## src/rtl/fifo_drain_tx.sv

```systemverilog
`timescale 1ns/1ps
`default_nettype none
// ============================================================================
// Module      : fifo_drain_tx
// Description : Drains words from a FIFO read port and sends each one as a
//               serial frame: start bit (0), DATA_W data bits LSB first,
//               optional even-parity bit, stop bit (1). Each bit is held for
//               CLKS_PER_BIT clock cycles. The line idles high.
// Ports       : clk         - system clock, rising edge
//               reset       - asynchronous active-high reset
//               tx_enable   - permission to start a new frame (seen in IDLE)
//               fifo_empty  - FIFO empty flag
//               fifo_rdata  - FIFO read data, valid the cycle after the pop
//               fifo_rd_en  - one-cycle pop pulse
//               tx_line     - serial output
//               busy        - high whenever a frame is in progress
//               word_count  - completed frames, wraps 255 -> 0
// Revision    : 1.0 - initial release
// ============================================================================
module fifo_drain_tx #(
  parameter int DATA_W       = 4,
  parameter int CLKS_PER_BIT = 4,
  parameter int PARITY_EN    = 1
) (
  input  logic              clk,
  input  logic              reset,
  input  logic              tx_enable,
  input  logic              fifo_empty,
  input  logic [DATA_W-1:0] fifo_rdata,
  output logic              fifo_rd_en,
  output logic              tx_line,
  output logic              busy,
  output logic [7:0]        word_count
);

  localparam int BIT_W = (DATA_W > 1) ? $clog2(DATA_W) : 1;
  localparam logic [BIT_W-1:0] c_last_bit = BIT_W'(DATA_W - 1);
  localparam logic [7:0]       c_div_last = 8'(CLKS_PER_BIT - 1);

  typedef enum logic [2:0] {
    S_IDLE   = 3'd0,
    S_READ   = 3'd1,
    S_LOAD   = 3'd2,
    S_START  = 3'd3,
    S_DATA   = 3'd4,
    S_PARITY = 3'd5,
    S_STOP   = 3'd6
  } state_t;

  state_t            r_state;
  state_t            w_next_state;
  logic [7:0]        r_div;
  logic [BIT_W-1:0]  r_bit_idx;
  logic [DATA_W-1:0] r_shift;
  logic              r_parity;
  logic [7:0]        r_word_count;
  logic              w_bit_done;
  logic              w_last_bit;
  logic              w_serial_state;

  // End of the current serial bit period.
  assign w_bit_done     = (r_div == c_div_last);
  assign w_last_bit     = (r_bit_idx == c_last_bit);
  assign w_serial_state = (r_state == S_START) || (r_state == S_DATA) ||
                          (r_state == S_PARITY) || (r_state == S_STOP);
  assign word_count     = r_word_count;

  always_ff @(posedge clk or posedge reset) begin
    if (reset) begin
      r_state <= S_IDLE;
    end else begin
      r_state <= w_next_state;
    end
  end

  // Next state and Moore-decoded outputs; outputs depend only on state and
  // registered datapath, never directly on inputs.
  always_comb begin
    w_next_state = r_state;
    fifo_rd_en   = 1'b0;
    busy         = 1'b1;
    tx_line      = 1'b1;
    case (r_state)
      S_IDLE: begin
        busy = 1'b0;
        if (tx_enable && !fifo_empty) begin
          w_next_state = S_READ;
        end
      end
      S_READ: begin
        fifo_rd_en   = 1'b1;
        w_next_state = S_LOAD;
      end
      S_LOAD: begin
        w_next_state = S_START;
      end
      S_START: begin
        tx_line = 1'b0;
        if (w_bit_done) begin
          w_next_state = S_DATA;
        end
      end
      S_DATA: begin
        tx_line = r_shift[0];
        if (w_bit_done && w_last_bit) begin
          w_next_state = (PARITY_EN != 0) ? S_PARITY : S_STOP;
        end
      end
      S_PARITY: begin
        tx_line = r_parity;
        if (w_bit_done) begin
          w_next_state = S_STOP;
        end
      end
      S_STOP: begin
        if (w_bit_done) begin
          w_next_state = S_IDLE;
        end
      end
      default: begin
        w_next_state = S_IDLE;
      end
    endcase
  end

  always_ff @(posedge clk or posedge reset) begin
    if (reset) begin
      r_div        <= 8'd0;
      r_bit_idx    <= '0;
      r_shift      <= '0;
      r_parity     <= 1'b0;
      r_word_count <= 8'd0;
    end else begin
      // Divider runs only while bits are on the line and restarts each bit.
      if (w_serial_state && !w_bit_done) begin
        r_div <= r_div + 8'd1;
      end else begin
        r_div <= 8'd0;
      end

      case (r_state)
        S_LOAD: begin
          // FIFO read data is valid now, one cycle after the pop.
          r_shift   <= fifo_rdata;
          r_parity  <= ^fifo_rdata;
          r_bit_idx <= '0;
        end
        S_DATA: begin
          if (w_bit_done) begin
            r_shift   <= r_shift >> 1;
            r_bit_idx <= r_bit_idx + 1'b1;
          end
        end
        S_STOP: begin
          if (w_bit_done) begin
            r_word_count <= r_word_count + 8'd1;
          end
        end
        default: begin
        end
      endcase
    end
  end

endmodule
`default_nettype wire
```

## config.mk

```make
export PLATFORM = sky130hd
export DESIGN_NAME = fifo_drain_tx
export DESIGN_NICKNAME = d
export VERILOG_FILES = /design/src/rtl/fifo_drain_tx.sv
export SDC_FILE = /design/constraint.sdc
export NUM_CORES = 1
export LEC_CHECK = 0
export ABC_AREA = 1
export BUFFER_PORTS_ARGS = -buffer_cell sky130_fd_sc_hd__buf_4
export CORE_MARGIN = 10
export CORE_UTILIZATION = 35
export CTS_BUF_LIST = sky130_fd_sc_hd__clkbuf_4 sky130_fd_sc_hd__clkbuf_8
export CTS_CLUSTER_DIAMETER = 30
export DETAILED_ROUTE_END_ITERATION = 8
export GPL_ROUTABILITY_DRIVEN = 0
export PLACE_DENSITY_LB_ADDON = 0.25
export REMOVE_ABC_BUFFERS = 1
export SKIP_LAST_GASP = 1
export SYNTH_ARGS = -nofsm -noshare
export SYNTH_HDL_FRONTEND = slang
export SYNTH_SLANG_ARGS = --single-unit
```

## constraint.sdc

```tcl
create_clock -name clk -period 3.5 [get_ports clk]
set_input_delay 1.05 -clock clk [delete_from_list [all_inputs] [get_ports clk]]
set_output_delay 1.05 -clock clk [all_outputs]
set_load 0.02 [all_outputs]
```

* Yosys cells after proc, flatten, opt, wreduce, memory -nomap -nowiden
Cells that the tools add are included.
** Storage, ports and cells
- Register bits :: 26
- Latch bits :: 0
- Bits in writable memories :: 0
- Memory bits (read-only) :: 0
- Bits of input ports :: 8
- Output and inout port bits :: 11
- Word-level logic and storage cells :: 51
- Memories :: 0
** Cells by class
- $add $sub $neg :: 3
- Multiply operators :: 0
- Div/mod/pow operators :: 0
- Magnitude comparators :: 0
- Eq/ne operators :: 14
- Shifts and indexed selects :: 0
- Mux-type cells :: 14
- Bitwise gates (word level) :: 0
- Reduce and logical (&&, ||, !) cells :: 14
** Operators with widths (number)
- $pmux W3 S7 :: 1
- $add A8 B1 Y8 const B :: 2
- $mux W3 :: 5
- $ne A2 B2 Y1 const B :: 5
- $eq A3 B3 Y1 const B :: 3
- $eq A8 B2 Y1 const B :: 1
- $mux W8 :: 1
- $pmux W4 S2 :: 1
- $eq A3 B2 Y1 const B :: 2
- $reduce_and A5 Y1 :: 1
- $mux W4 :: 1
- $pmux W2 S2 :: 1
- $reduce_and A2 Y1 :: 2
- $reduce_xor A4 Y1 :: 1
- $eq A3 B1 Y1 const B :: 1
- $logic_and A1 B1 Y1 :: 3
- $logic_not A3 Y1 :: 1
- $logic_or A1 B1 Y1 :: 3
- $pmux W1 S3 :: 1
- $add A2 B1 Y2 const B :: 1
- $eq A2 B2 Y1 const B :: 1
- $logic_not A1 Y1 :: 2
- $mux W1 :: 2
- $mux W2 :: 1
- other kinds (2) :: 2

* Longest topological paths before layout
- Depth after elaboration :: 6
- Mapped depth :: 9

* Least setup slack after synthesis
Ideal clock, no wire load.
- Kind :: reg2out
- From :: register r_state[2]
- To :: output tx_line
- Arrival time :: 1.042 ns
- Data required time :: 2.450 ns
- Path slack :: 1.408 ns
- Cell stages (with the launch flop) :: 6
- Path buffers :: 1
- Cell sequence :: dfrtp_1 > buf_4 > inv_1 > nand3_1 > o21ai_2 > o211ai_1
** Between the ends
- Cells in the longest elaborated chain, start to end :: 2
** RTL lines
- from (decl) :: line 50 : state_t r_state;
- from (signal assigned) :: line 72 : r_state <= w_next_state;
- $eq A3 B3 Y1 / $eq A3 B2 Y1 (equally long branches) :: line 83 : case (r_state)
- $pmux W1 S3 (*) :: line 83
- to (decl) :: line 31 : output logic tx_line,
Mark *: on every way between the ends. The rest lies on a longest branch, timed or not.

* Worst setup path after layout
Same ends and word-level chain as after synthesis.

==> results.toml <==
[global_route]
grt_pass1_vias = 1151
grt_pass1_wl_mm = 4.80
grt.overflow.total = 0
groute.usage.overall_pct = 7.70
grt_max_degree = 27
antenna_found_initial = 0

[routing]
drtPass1Iterations = 4
wire_per_inst_um = 10.2
ant_nets = 0
route.detailed.drc = 0
vias = 1124
routed_via_density = 4.51
routed_wl_mm = 2.54
drt_iter0_drc = 38

[placement]
hpwl_mm = 2.04
place_ws_ps = 1270
port_buffers = 18

[yosys]
yosysWarnings = 0
synth.distinct_cells = 29
synth_area_per_cell_um2 = 8.39
yosysSeqAreaShare_pct = 43.6
synth_cells = 178
synth_edf_count = 0
synth_ff_type = "dfrtp_1"
syn_area_mm2 = 0.00149
synth-seq-cells = 26
async_flop_share_pct = 100

[cts]
hold_buffers = 0
cts_buffer_depth = 2
htree_levels = 1
clockRootBuffer = "clkbuf_8"
cts_buffers = 3
cts_tree = "yes"
postCtsSetupBuffers = 0
insertion_delay_ps = 270
clkSlewWorstSetupHoldPaths_ps = 80
clkSinkCount = 26
ctsResizeCount = 0

[worst_setup_path]
crit_family = "flip-flops"
endpoint_kind = "output pin"
required_ps = 2450
worstPathArrival_ps = 1450
critical-path-max-stage-delay_ps = 490
worstPathMaxFanout = 8
crit_chain = "inv_1, nand3_1, o21ai_2, o211ai_1, buf_4"
crit_slowest_cell = "dfrtp_1"
path_buf_inv = 2
worstSetupPathType = "reg -> out"
cp-start-kind = "flip-flop"

[floorplanning]
die_h_um = 85.3
num_rows = 23
initial_core_util_pct = 36.8
design.core.area_mm2 = 0.00406
die_w_um = 85.3
io_pins = 19
design.die.area_mm2 = 0.00728

[power]
ir_worst_vdd_mv = 0.438
pwr-share-comb_pct = 39.7
p_int_w = 0.000606
p_sw_share_pct = 39.2
p_switching_w = 0.000391
power.share.clock_pct = 19.0
power_per_cell_area_mw_per_mm2 = 575
p_leak_nw = 0.874
seqPwrFrac_pct = 41.3

[layout]
layout_commonest_cell = "nand2_1"
drive_above_1_share_pct = 25.6
multi_input_area_um2 = 719
seq_area_um2 = 651
nFillCells = 416
finish.net_count = 211
area_growth_pct = 16.2
diodes = 0
layout_common_cells = "nand2_1 (44), dfrtp_1 (26), inv_1 (20)"

[timing]
worst_slew_pin_slew_ps = 324
fin_crit_sh_pct = 71.5
timing.final.crit_period_ps = 2500
fmax_mhz = 399
maxSlewViolCount = 0
rsz0062_at_grt = "false"
hold_viol = 0
setup_ws_ps = 997
setup_viol = 0
setup_tns_ps = 0
fin_skew_ps = 1.39
max_slew_margin_pct = 78.4

[flow_run]
drv_cap = 0

[min_path]
hold_class = "reg -> reg"

[outcome]
outcome = "complete, no violations"
[metrics by stage]
stage	power [W]	util [%]	cells	hold WS (ps)	cell area (um2)
after floorplan	0.000713	-	176	433	1480
after global placement	0.000825	41.4	245	456	1680
after detailed placement	0.000822	41.4	245	459	1680
after CTS	0.00102	42.8	249	471	1740
after global routing	0.00109	42.8	249	498	1740
final	0.000997	42.8	249	469	1740
[kinds of logic (layout without fill, tap and decap cells)]
group	after synthesis	after routing	share of synthesized area (%)
mux	1	1	0.670
flops	26	26	43.6
buf+inv	30	51	8.29
compound gates	18	18	7.62
simple gates	91	91	31.6
fa+ha+maj	3	3	2.51
xor+xnor	9	9	5.78
[cell type report]
type | count | share of cell area [%]
Clock buffer | 4 | 3.17
Inverter | 28 | 6.06
Multi-Input combinational cell | 122 | 41.5
Sequential cell | 26 | 37.5
Tap cell | 50 | 3.60
Timing Repair Buffer | 19 | 8.22
[routing by layer]
metal | GRT usage, % | vias up | share of wire (%)
met4 | 2.69 | 0 | 1.4
li1 | - | 607 | -
met1 | 9.57 | 492 | 51
met3 | 2.39 | 4 | 5.6
met2 | 12.2 | 21 | 43
met5 | 0 | - | 0
[path summary, 6_finish.rpt]
kind | startpoint | to | slack, ps | cells past startpoint
worst max-delay path | r_state[2] | tx_line | 1000 | 5
worst max register to register | r_div[0] | word_count[2] | 1970 | 7
worst min register to register | r_div[0] | r_div[0] | 470 | 1
max in group asynchronous | reset | r_div[5] | 2430 | 3
min in group asynchronous | reset | r_parity | 830 | 3
worst min-delay path | r_div[0] | r_div[0] | 470 | 1
[power groups by stage]
stage,combinational [W],sequential (W),clock (W)
6_report,0.000396,0.000412,0.000189
5_1_grt,0.000461,0.000422,0.000207
4_1_cts,0.000405,0.000413,0.000199
3_5_place_dp,0.000402,0.000420,0
3_3_place_gp,0.000408,0.000417,0
2_1_floorplan,0.000299,0.000414,0
[state kept, by name, indices dropped and copies added, names as in the netlist]
name / count
r_bit_idx: 2
r_div: 8
r_parity: 1
r_shift: 4
word_count: 8
r_state: 3
[synthesized netlist by cell type (2+ instances only)]
| cell | count | area (um2) |
|---|---|---|
| a21oi_1 | 5 | 25.0 |
| dfrtp_1 | 26 | 651 |
| ha_1 | 3 | 37.5 |
| inv_1 | 20 | 75.1 |
| inv_2 | 8 | 30.0 |
| nand2_1 | 44 | 165 |
| nand2_2 | 5 | 31.3 |
| nand3_1 | 13 | 65.1 |
| nand3_2 | 2 | 20.0 |
| nand4_1 | 6 | 37.5 |
| nor2_1 | 11 | 41.3 |
| nor2_4 | 3 | 33.8 |
| nor3b_2 | 3 | 37.5 |
| o21ai_0 | 5 | 25.0 |
| o21ai_1 | 3 | 15.0 |
| o21ai_2 | 2 | 17.5 |
| xnor2_1 | 4 | 35.0 |
| xor2_1 | 4 | 35.0 |
Power figures use the tool's default switching activity.
